<file path="src/rtl/mdio_phy_responder_if.sv">
// MDIO pad and write-notification bundle between a management master (or bench)
// and the mdio_phy_responder PHY model.
interface mdio_phy_responder_if;
  logic        mdc;
  logic        mdio_i;
  logic        mdio_o;
  logic        mdio_oe;
  logic        wr_valid;
  logic [4:0]  wr_regad;
  logic [15:0] wr_data;
  logic [15:0] ctrl_reg;

  modport master (
    output mdc, mdio_i,
    input  mdio_o, mdio_oe, wr_valid, wr_regad, wr_data, ctrl_reg
  );

  modport slave (
    input  mdc, mdio_i,
    output mdio_o, mdio_oe, wr_valid, wr_regad, wr_data, ctrl_reg
  );
endinterface

</file>
<file path="src/rtl/mdio_phy_responder.sv">
// Clause-22 MDIO PHY responder with a 32 x 16 register file, MDC oversampled in clk.
// Optional MDIO_PREAMBLE_CHECK_EN: require 32 preamble ones instead of preamble suppression.
module mdio_phy_responder #(
  parameter logic [4:0]  PHY_ADDR   = 5'd1,
  parameter logic [15:0] PHY_ID1    = 16'h0141,
  parameter logic [15:0] PHY_ID2    = 16'h0CC2,
  parameter logic [15:0] STATUS_VAL = 16'h796D,
  parameter logic [15:0] CTRL_RST   = 16'h1140
) (
  input  logic              clk,
  input  logic              reset_n,
  mdio_phy_responder_if.slave bus
);

  typedef enum logic [2:0] {IDLE, ST2, OP, PHYAD, REGAD, TA, DATA} state_t;

  state_t      state_reg, state_next;
  logic [3:0]  bit_cnt_reg, bit_cnt_next;
  logic [5:0]  pre_cnt_reg, pre_cnt_next;
  logic [1:0]  op_reg, op_next;
  logic [4:0]  phyad_reg, phyad_next;
  logic [4:0]  regad_reg, regad_next;
  logic [15:0] data_sh_reg, data_sh_next;
  logic [15:0] rd_sh_reg, rd_sh_next;
  logic        mdio_o_reg, mdio_o_next;
  logic        mdio_oe_reg, mdio_oe_next;
  logic        wr_valid_reg, wr_valid_next;
  logic [4:0]  wr_regad_reg, wr_regad_next;
  logic [15:0] wr_data_reg, wr_data_next;

  logic [2:0]  mdc_sync_reg;
  logic [1:0]  mdio_sync_reg;
  logic        mdc_rise, mdio_bit, pre_ok, match;
  logic        commit, soft_rst;
  logic [15:0] commit_data;
  logic [15:0] reg_file [32];

  always_ff @(posedge clk or negedge reset_n) begin
    if (!reset_n) begin
      mdc_sync_reg  <= 3'b000;
      mdio_sync_reg <= 2'b11;
    end else begin
      mdc_sync_reg  <= {mdc_sync_reg[1:0], bus.mdc};
      mdio_sync_reg <= {mdio_sync_reg[0], bus.mdio_i};
    end
  end

  assign mdc_rise = mdc_sync_reg[1] & ~mdc_sync_reg[2];
  assign mdio_bit = mdio_sync_reg[1];
  assign match    = (phyad_reg == PHY_ADDR);

`ifdef MDIO_PREAMBLE_CHECK_EN
  assign pre_ok = pre_cnt_reg[5];
`else
  assign pre_ok = (pre_cnt_reg != 6'd0);
`endif

  // Registers 1-3 are hard-wired; the rest are flops so a soft reset can restore them at once.
  assign soft_rst = commit && (regad_reg == 5'd0) && commit_data[15];

  generate
    for (genvar gi = 0; gi < 32; gi++) begin : g_reg
      if (gi >= 1 && gi <= 3) begin : g_ro
        assign reg_file[gi] = (gi == 1) ? STATUS_VAL : (gi == 2) ? PHY_ID1 : PHY_ID2;
      end else begin : g_rw
        localparam logic [15:0] RST_VAL = (gi == 0) ? CTRL_RST : 16'h0000;
        localparam logic [15:0] WR_MASK = (gi == 0) ? 16'h7FFF : 16'hFFFF;
        logic [15:0] val_reg;
        always_ff @(posedge clk or negedge reset_n) begin
          if (!reset_n)
            val_reg <= RST_VAL;
          else if (soft_rst)
            val_reg <= RST_VAL;
          else if (commit && (regad_reg == 5'(gi)))
            val_reg <= commit_data & WR_MASK;
        end
        assign reg_file[gi] = val_reg;
      end
    end
  endgenerate

  always_ff @(posedge clk or negedge reset_n) begin
    if (!reset_n) begin
      state_reg    <= IDLE;
      bit_cnt_reg  <= 4'd0;
      pre_cnt_reg  <= 6'd0;
      op_reg       <= 2'b00;
      phyad_reg    <= 5'd0;
      regad_reg    <= 5'd0;
      data_sh_reg  <= 16'h0000;
      rd_sh_reg    <= 16'h0000;
      mdio_o_reg   <= 1'b1;
      mdio_oe_reg  <= 1'b0;
      wr_valid_reg <= 1'b0;
      wr_regad_reg <= 5'd0;
      wr_data_reg  <= 16'h0000;
    end else begin
      state_reg    <= state_next;
      bit_cnt_reg  <= bit_cnt_next;
      pre_cnt_reg  <= pre_cnt_next;
      op_reg       <= op_next;
      phyad_reg    <= phyad_next;
      regad_reg    <= regad_next;
      data_sh_reg  <= data_sh_next;
      rd_sh_reg    <= rd_sh_next;
      mdio_o_reg   <= mdio_o_next;
      mdio_oe_reg  <= mdio_oe_next;
      wr_valid_reg <= wr_valid_next;
      wr_regad_reg <= wr_regad_next;
      wr_data_reg  <= wr_data_next;
    end
  end

  always_comb begin
    state_next    = state_reg;
    bit_cnt_next  = bit_cnt_reg;
    pre_cnt_next  = pre_cnt_reg;
    op_next       = op_reg;
    phyad_next    = phyad_reg;
    regad_next    = regad_reg;
    data_sh_next  = data_sh_reg;
    rd_sh_next    = rd_sh_reg;
    mdio_o_next   = mdio_o_reg;
    mdio_oe_next  = mdio_oe_reg;
    wr_valid_next = 1'b0;
    wr_regad_next = wr_regad_reg;
    wr_data_next  = wr_data_reg;
    commit        = 1'b0;
    commit_data   = {data_sh_reg[14:0], mdio_bit};
    if (mdc_rise) begin
      case (state_reg)
        IDLE: begin
          if (mdio_bit) begin
            pre_cnt_next = (pre_cnt_reg == 6'h3F) ? pre_cnt_reg : pre_cnt_reg + 6'd1;
          end else begin
            pre_cnt_next = 6'd0;
            if (pre_ok) state_next = ST2;
          end
        end
        ST2: begin
          state_next   = mdio_bit ? OP : IDLE;
          bit_cnt_next = 4'd0;
        end
        OP: begin
          op_next = {op_reg[0], mdio_bit};
          if (bit_cnt_reg == 4'd1) begin
            bit_cnt_next = 4'd0;
            state_next   = (op_next == 2'b10 || op_next == 2'b01) ? PHYAD : IDLE;
          end else begin
            bit_cnt_next = bit_cnt_reg + 4'd1;
          end
        end
        PHYAD: begin
          phyad_next = {phyad_reg[3:0], mdio_bit};
          if (bit_cnt_reg == 4'd4) begin
            bit_cnt_next = 4'd0;
            state_next   = REGAD;
          end else begin
            bit_cnt_next = bit_cnt_reg + 4'd1;
          end
        end
        REGAD: begin
          regad_next = {regad_reg[3:0], mdio_bit};
          if (bit_cnt_reg == 4'd4) begin
            bit_cnt_next = 4'd0;
            state_next   = TA;
          end else begin
            bit_cnt_next = bit_cnt_reg + 4'd1;
          end
        end
        TA: begin
          if (bit_cnt_reg == 4'd0) begin
            bit_cnt_next = 4'd1;
            // Snapshot read data here so a later write cannot alter the frame in flight.
            if (match && op_reg == 2'b10) begin
              rd_sh_next   = reg_file[regad_reg];
              mdio_oe_next = 1'b1;
              mdio_o_next  = 1'b0;
            end
          end else begin
            bit_cnt_next = 4'd0;
            state_next   = DATA;
            if (mdio_oe_reg) begin
              mdio_o_next = rd_sh_reg[15];
              rd_sh_next  = {rd_sh_reg[14:0], 1'b0};
            end
          end
        end
        DATA: begin
          data_sh_next = commit_data;
          if (bit_cnt_reg == 4'd15) begin
            bit_cnt_next = 4'd0;
            pre_cnt_next = 6'd0;
            state_next   = IDLE;
            mdio_oe_next = 1'b0;
            mdio_o_next  = 1'b1;
            if (match && op_reg == 2'b01) begin
              commit        = 1'b1;
              wr_valid_next = 1'b1;
              wr_regad_next = regad_reg;
              wr_data_next  = commit_data;
            end
          end else begin
            bit_cnt_next = bit_cnt_reg + 4'd1;
            if (mdio_oe_reg) begin
              mdio_o_next = rd_sh_reg[15];
              rd_sh_next  = {rd_sh_reg[14:0], 1'b0};
            end
          end
        end
        default: state_next = IDLE;
      endcase
    end
  end

  assign bus.mdio_o   = mdio_o_reg;
  assign bus.mdio_oe  = mdio_oe_reg;
  assign bus.wr_valid = wr_valid_reg;
  assign bus.wr_regad = wr_regad_reg;
  assign bus.wr_data  = wr_data_reg;
  assign bus.ctrl_reg = reg_file[0];

endmodule

</file>
<file path="src/flat_wrapper.sv">
// flat-port wrapper written by rule: the top's interface ports become plain ports
module mdio_phy_responder_flat 
#(
  parameter logic [4:0]  PHY_ADDR   = 5'd1,
  parameter logic [15:0] PHY_ID1    = 16'h0141,
  parameter logic [15:0] PHY_ID2    = 16'h0CC2,
  parameter logic [15:0] STATUS_VAL = 16'h796D,
  parameter logic [15:0] CTRL_RST   = 16'h1140
)
  (clk, reset_n, bus_mdc, bus_mdio_i, bus_mdio_o, bus_mdio_oe, bus_wr_valid, bus_wr_regad, bus_wr_data, bus_ctrl_reg);
  mdio_phy_responder_if bus_i ();
  input  logic clk;
  input  logic reset_n;
  input wire logic [$bits(bus_i.mdc)-1:0] bus_mdc;
  input wire logic [$bits(bus_i.mdio_i)-1:0] bus_mdio_i;
  output wire logic [$bits(bus_i.mdio_o)-1:0] bus_mdio_o;
  output wire logic [$bits(bus_i.mdio_oe)-1:0] bus_mdio_oe;
  output wire logic [$bits(bus_i.wr_valid)-1:0] bus_wr_valid;
  output wire logic [$bits(bus_i.wr_regad)-1:0] bus_wr_regad;
  output wire logic [$bits(bus_i.wr_data)-1:0] bus_wr_data;
  output wire logic [$bits(bus_i.ctrl_reg)-1:0] bus_ctrl_reg;
  assign bus_i.mdc = bus_mdc;
  assign bus_i.mdio_i = bus_mdio_i;
  assign bus_mdio_o = bus_i.mdio_o;
  assign bus_mdio_oe = bus_i.mdio_oe;
  assign bus_wr_valid = bus_i.wr_valid;
  assign bus_wr_regad = bus_i.wr_regad;
  assign bus_wr_data = bus_i.wr_data;
  assign bus_ctrl_reg = bus_i.ctrl_reg;
  mdio_phy_responder #(.PHY_ADDR(PHY_ADDR), .PHY_ID1(PHY_ID1), .PHY_ID2(PHY_ID2), .STATUS_VAL(STATUS_VAL), .CTRL_RST(CTRL_RST)) u_core (.clk(clk), .reset_n(reset_n), .bus(bus_i));
endmodule
</file>
<file path="config.mk">
export PLATFORM = sky130hd
export DESIGN_NAME = mdio_phy_responder_flat
export DESIGN_NICKNAME = d
export VERILOG_FILES = /design/src/rtl/mdio_phy_responder_if.sv /design/src/rtl/mdio_phy_responder.sv /design/src/flat_wrapper.sv
export SDC_FILE = /design/constraint.sdc
export NUM_CORES = 1
export LEC_CHECK = 0
export ABC_CLOCK_PERIOD_IN_PS = 3000
export BUFFER_PORTS_ARGS = -buffer_cell sky130_fd_sc_hd__buf_2
export CORE_ASPECT_RATIO = 1.5
export CORE_UTILIZATION = 30
export DETAILED_ROUTE_END_ITERATION = 6
export PLACE_DENSITY_LB_ADDON = 0.15
export SYNTH_ARGS = -nofsm -noshare
export SYNTH_HDL_FRONTEND = slang
export SYNTH_SLANG_ARGS = --single-unit
</file>
<file path="constraint.sdc">
create_clock -name clk -period 3 [get_ports clk]
set_clock_uncertainty 0.2 [all_clocks]
set_input_delay 0 -clock clk [delete_from_list [all_inputs] [get_ports clk]]
set_output_delay 0 -clock clk [all_outputs]
set_load 0.05 [all_outputs]
</file>
==> results by group <==
Critical path
  – RR Endpoint: u_core.rd_sh_reg[7]$_DFFE_PN0P_
  – Req. time, crit path: 3.34 ns
  – Crit path arrival time: 3.20 ns
  – Cells along the critical path: buf_4, nor2b_2, buf_12, a22oi_1, a21oi_1, buf_4, o21ai_0, buf_4, nor3b_1
  – Worst R2R Setup Slack: 0.14 ns
  – R2R depth: 9
  – Critical setup path kind: flop to flop
  – Worst r2r src: u_core.regad_reg[1]$_DFFE_PN0P_
  – Startpoint types: flop
  – Max Fanout on Critical Path: 18
  – Crit-path max cell delay: 0.71 ns
  – Cell repeated most along the worst path: buf_4
  – CP Capture Type: flop
  – Crit-path slowest cell: dfrtp_2

Routing
  – Via count of the routed design: 19500
  – Detail Route Antenna Nets: 0
  – 1st-iter DRT viols: 1641
  – WL final: 95100 microns
  – WL/cell: 25.5 microns
  – Post-route DRC: 0
  – 1st-pass router iterations: 5
  – DR vias/cell: 5.22

Job
  – Max-Cap Viols: 0

Clocking
  – CTS buffer count: 55
  – H-tree depth: 2
  – CTS tree: yes
  – Clk pin slew, worst setup/hold paths: 0.07 ns
  – Setup bufs post-CTS: 0
  – Clock buffer depth: 3
  – Skew-Pair Late Insertion Delay: 0.64 ns
  – # clock sinks: 548
  – CTS Root Buffer Type: clkbuf_16

STA
  – Slew Limit Headroom: 37.5%
  – Min Tclk post-route: 2.86 ns
  – RSZ-0062 raised after global routing: no
  – Setup WS post-layout: 0.140 ns
  – Max Fclk: 0.350 GHz
  – Setup TNS: 0 ns
  – Final Hold Viols: 0
  – Final setup fails: 0
  – Final slew viol count: 0
  – Fin crit share: 95.3%
  – Slew @ Worst Pin: 0.937 ns

Synth
  – Yosys warning total: 0
  – Netlist cell types: 73
  – Syn Inst Count: 2463
  – Sequential share of the synthesized area: 51.5%
  – Flops & latches, synth: 548
  – Dominant synthesized flop cell: dfrtp_1
  – FFs w/ async S/R, synth: 100%
  – Syn avg cell area: 10.8 sq um
  – Number of flops mapped to enable cells by yosys: 0
  – Syn Nets: 2472
  – Cell Area, Synth: 0.0266 sq mm

Hold path
  – Hold worst-path end: u_core.mdio_sync_reg[1]$_DFF_PN1_
  – Origin of the worst min-delay path: u_core.mdio_sync_reg[0]$_DFF_PN1_
  – Hold Path Depth: 0
  – Hold/Removal Path Class: flop to flop

Finish
  – Most common cell after layout, fill and taps aside: dfrtp_1
  – Commonest non-fill, non-tap cells in the layout: dfrtp_1, mux2i_1, nor2_1
  – N_diodes: 0
  – Layout cells sized above 1: 17.0%
  – Final Cell Area: 0.0311 sq mm
  – Final nets: 2548
  – Max reg flops: 448
  – Fill count: 8643
  – Area growth syn-to-layout: 16.7%

Place
  – RePlAce Congestion: 0.864
  – Post-Place Cell Area: 0.0291 sq mm
  – # port buffers: 42
  – HPWL Detailed: 64000 microns
  – DP Worst Slack: 0.196 ns

Global routing
  – Total Routing Usage GR: 21.3%
  – Initial antenna violation count: 0
  – Number of global-route vias before repair: 20200
  – Largest net degree at the start of global routing: 87
  – GRT Residual Overflow: 0
  – First-pass GRT wire length: 141000 microns

Floorplanning
  – Io pins: 44
  – Die ar.: 0.0900 sq mm
  – Die width: 245 microns
  – Core footprint: 0.0877 sq mm
  – Rows: 133
  – Die Y: 367 microns
  – Starting Density: 30.4%

Outcome
  – Status: completed

Power
  – PD cells: 605 mW/mm^2
  – VDD IR max: 458 uV
  – Leak: 16.9 nW
## report_power, final
| part | internal, mW | leakage (nW) | switching, mW |
|---|---|---|---|
| sequential | 7.57 | 7.60 | 0.363 |
| clock | 4.26 | 0.935 | 3.14 |
| combinational | 1.46 | 8.39 | 1.99 |
## cell type report
| cell class | instances | area [sq um] | area share, % |
|---|---|---|---|
| clock buffer | 85 | 1670 | 5.38 |
| clock inverter | 17 | 234 | 0.753 |
| inverter | 28 | 105 | 0.338 |
| multi-input combinational | 1666 | 11800 | 38.0 |
| sequential | 548 | 13700 | 44.2 |
| tap | 1147 | 1440 | 4.62 |
| timing repair buffer | 240 | 2090 | 6.73 |
## cells by family after synthesis
kind of cell / synth area share [%]
other: 0.0141
AO/OA/AOI/OAI: 7.00
multiplexers: 23.5
buffers and inverters: 4.29
adder cells (fa/ha/maj): 0.235
AND/OR/NAND/NOR: 13.3
XOR/XNOR: 0.0658
flip-flops: 51.5
## layer usage
layer  vias up  GRT usage (%)  share of wire [%]
li1       8733              -                  -
met1     10100           25.4                 40
met2       424           38.0                 52
met3       160           2.41                3.4
met4         0           9.30                4.5
met5         -              0                  0
## synthesized netlist by cell type (all sizes together) (6+ instances only)
cell / number / area (sq um)
o22ai: 33 / 206
nor2b: 30 / 188
and3: 8 / 50.1
mux4: 42 / 946
a211oi: 11 / 82.6
o21ai: 101 / 509
nor2: 380 / 1430
clkbuf: 131 / 492
a211o: 10 / 87.6
buf: 90 / 546
mux2i: 498 / 4980
nor3: 10 / 50.1
inv: 28 / 105
nand2: 237 / 890
nand3: 37 / 185
nand4: 26 / 294
mux2: 30 / 338
nand3b: 8 / 60.1
a22o: 10 / 87.6
nor4: 11 / 75.1
dfstp: 6 / 158
nand2b: 8 / 50.1
dfrtp: 542 / 13600
a21oi: 52 / 260
and2: 10 / 62.6
a22oi: 44 / 330
## stage by stage
step	std cells	total power [mW]	hold slack (ns)	util (%)
after global placement	3622	11.5	-0.137	33.2
after CTS	3731	19.0	0.168	35.4
final	3731	18.8	0.167	35.4
after detailed placement	3622	11.5	-0.136	33.2
after floorplan	2463	9.93	-0.496	-
after global routing	3731	19.5	0.175	35.4
## worst max-delay path: cells and delay by family, from the launching register on
family	cells	cell delay, ns
AOI/OAI and AO/OA	3	0.70
and+or+nand+nor	2	0.33
DFF	1	0.71
buffers and inverters	4	0.78
## how the worst max path moves through the flow
stage / startpoint / to / depth (start not counted)
floorplan: u_core.phyad_reg[3]$_DFFE_PN0P_ / u_core.bus.ctrl_reg[10]$_DFFE_PN0P_ / 9
global placement: u_core.regad_reg[0]$_DFFE_PN0P_ / u_core.rd_sh_reg[6]$_DFFE_PN0P_ / 6
detailed placement: u_core.regad_reg[1]$_DFFE_PN0P_ / u_core.rd_sh_reg[8]$_DFFE_PN0P_ / 8
CTS: u_core.phyad_reg[3]$_DFFE_PN0P_ / u_core.g_reg[27].g_rw.val_reg[2]$_DFFE_PN0P_ / 8
global route: u_core.phyad_reg[3]$_DFFE_PN0P_ / u_core.g_reg[27].g_rw.val_reg[9]$_DFFE_PN0P_ / 8
finish: u_core.regad_reg[1]$_DFFE_PN0P_ / u_core.rd_sh_reg[7]$_DFFE_PN0P_ / 9
## timing repair
action,CTS,global route
hold buffers,7,0
gates resized for setup,0,0
endpoints found under the hold margin,545,0
No activity file was read; power rests on OpenSTA's default activity.
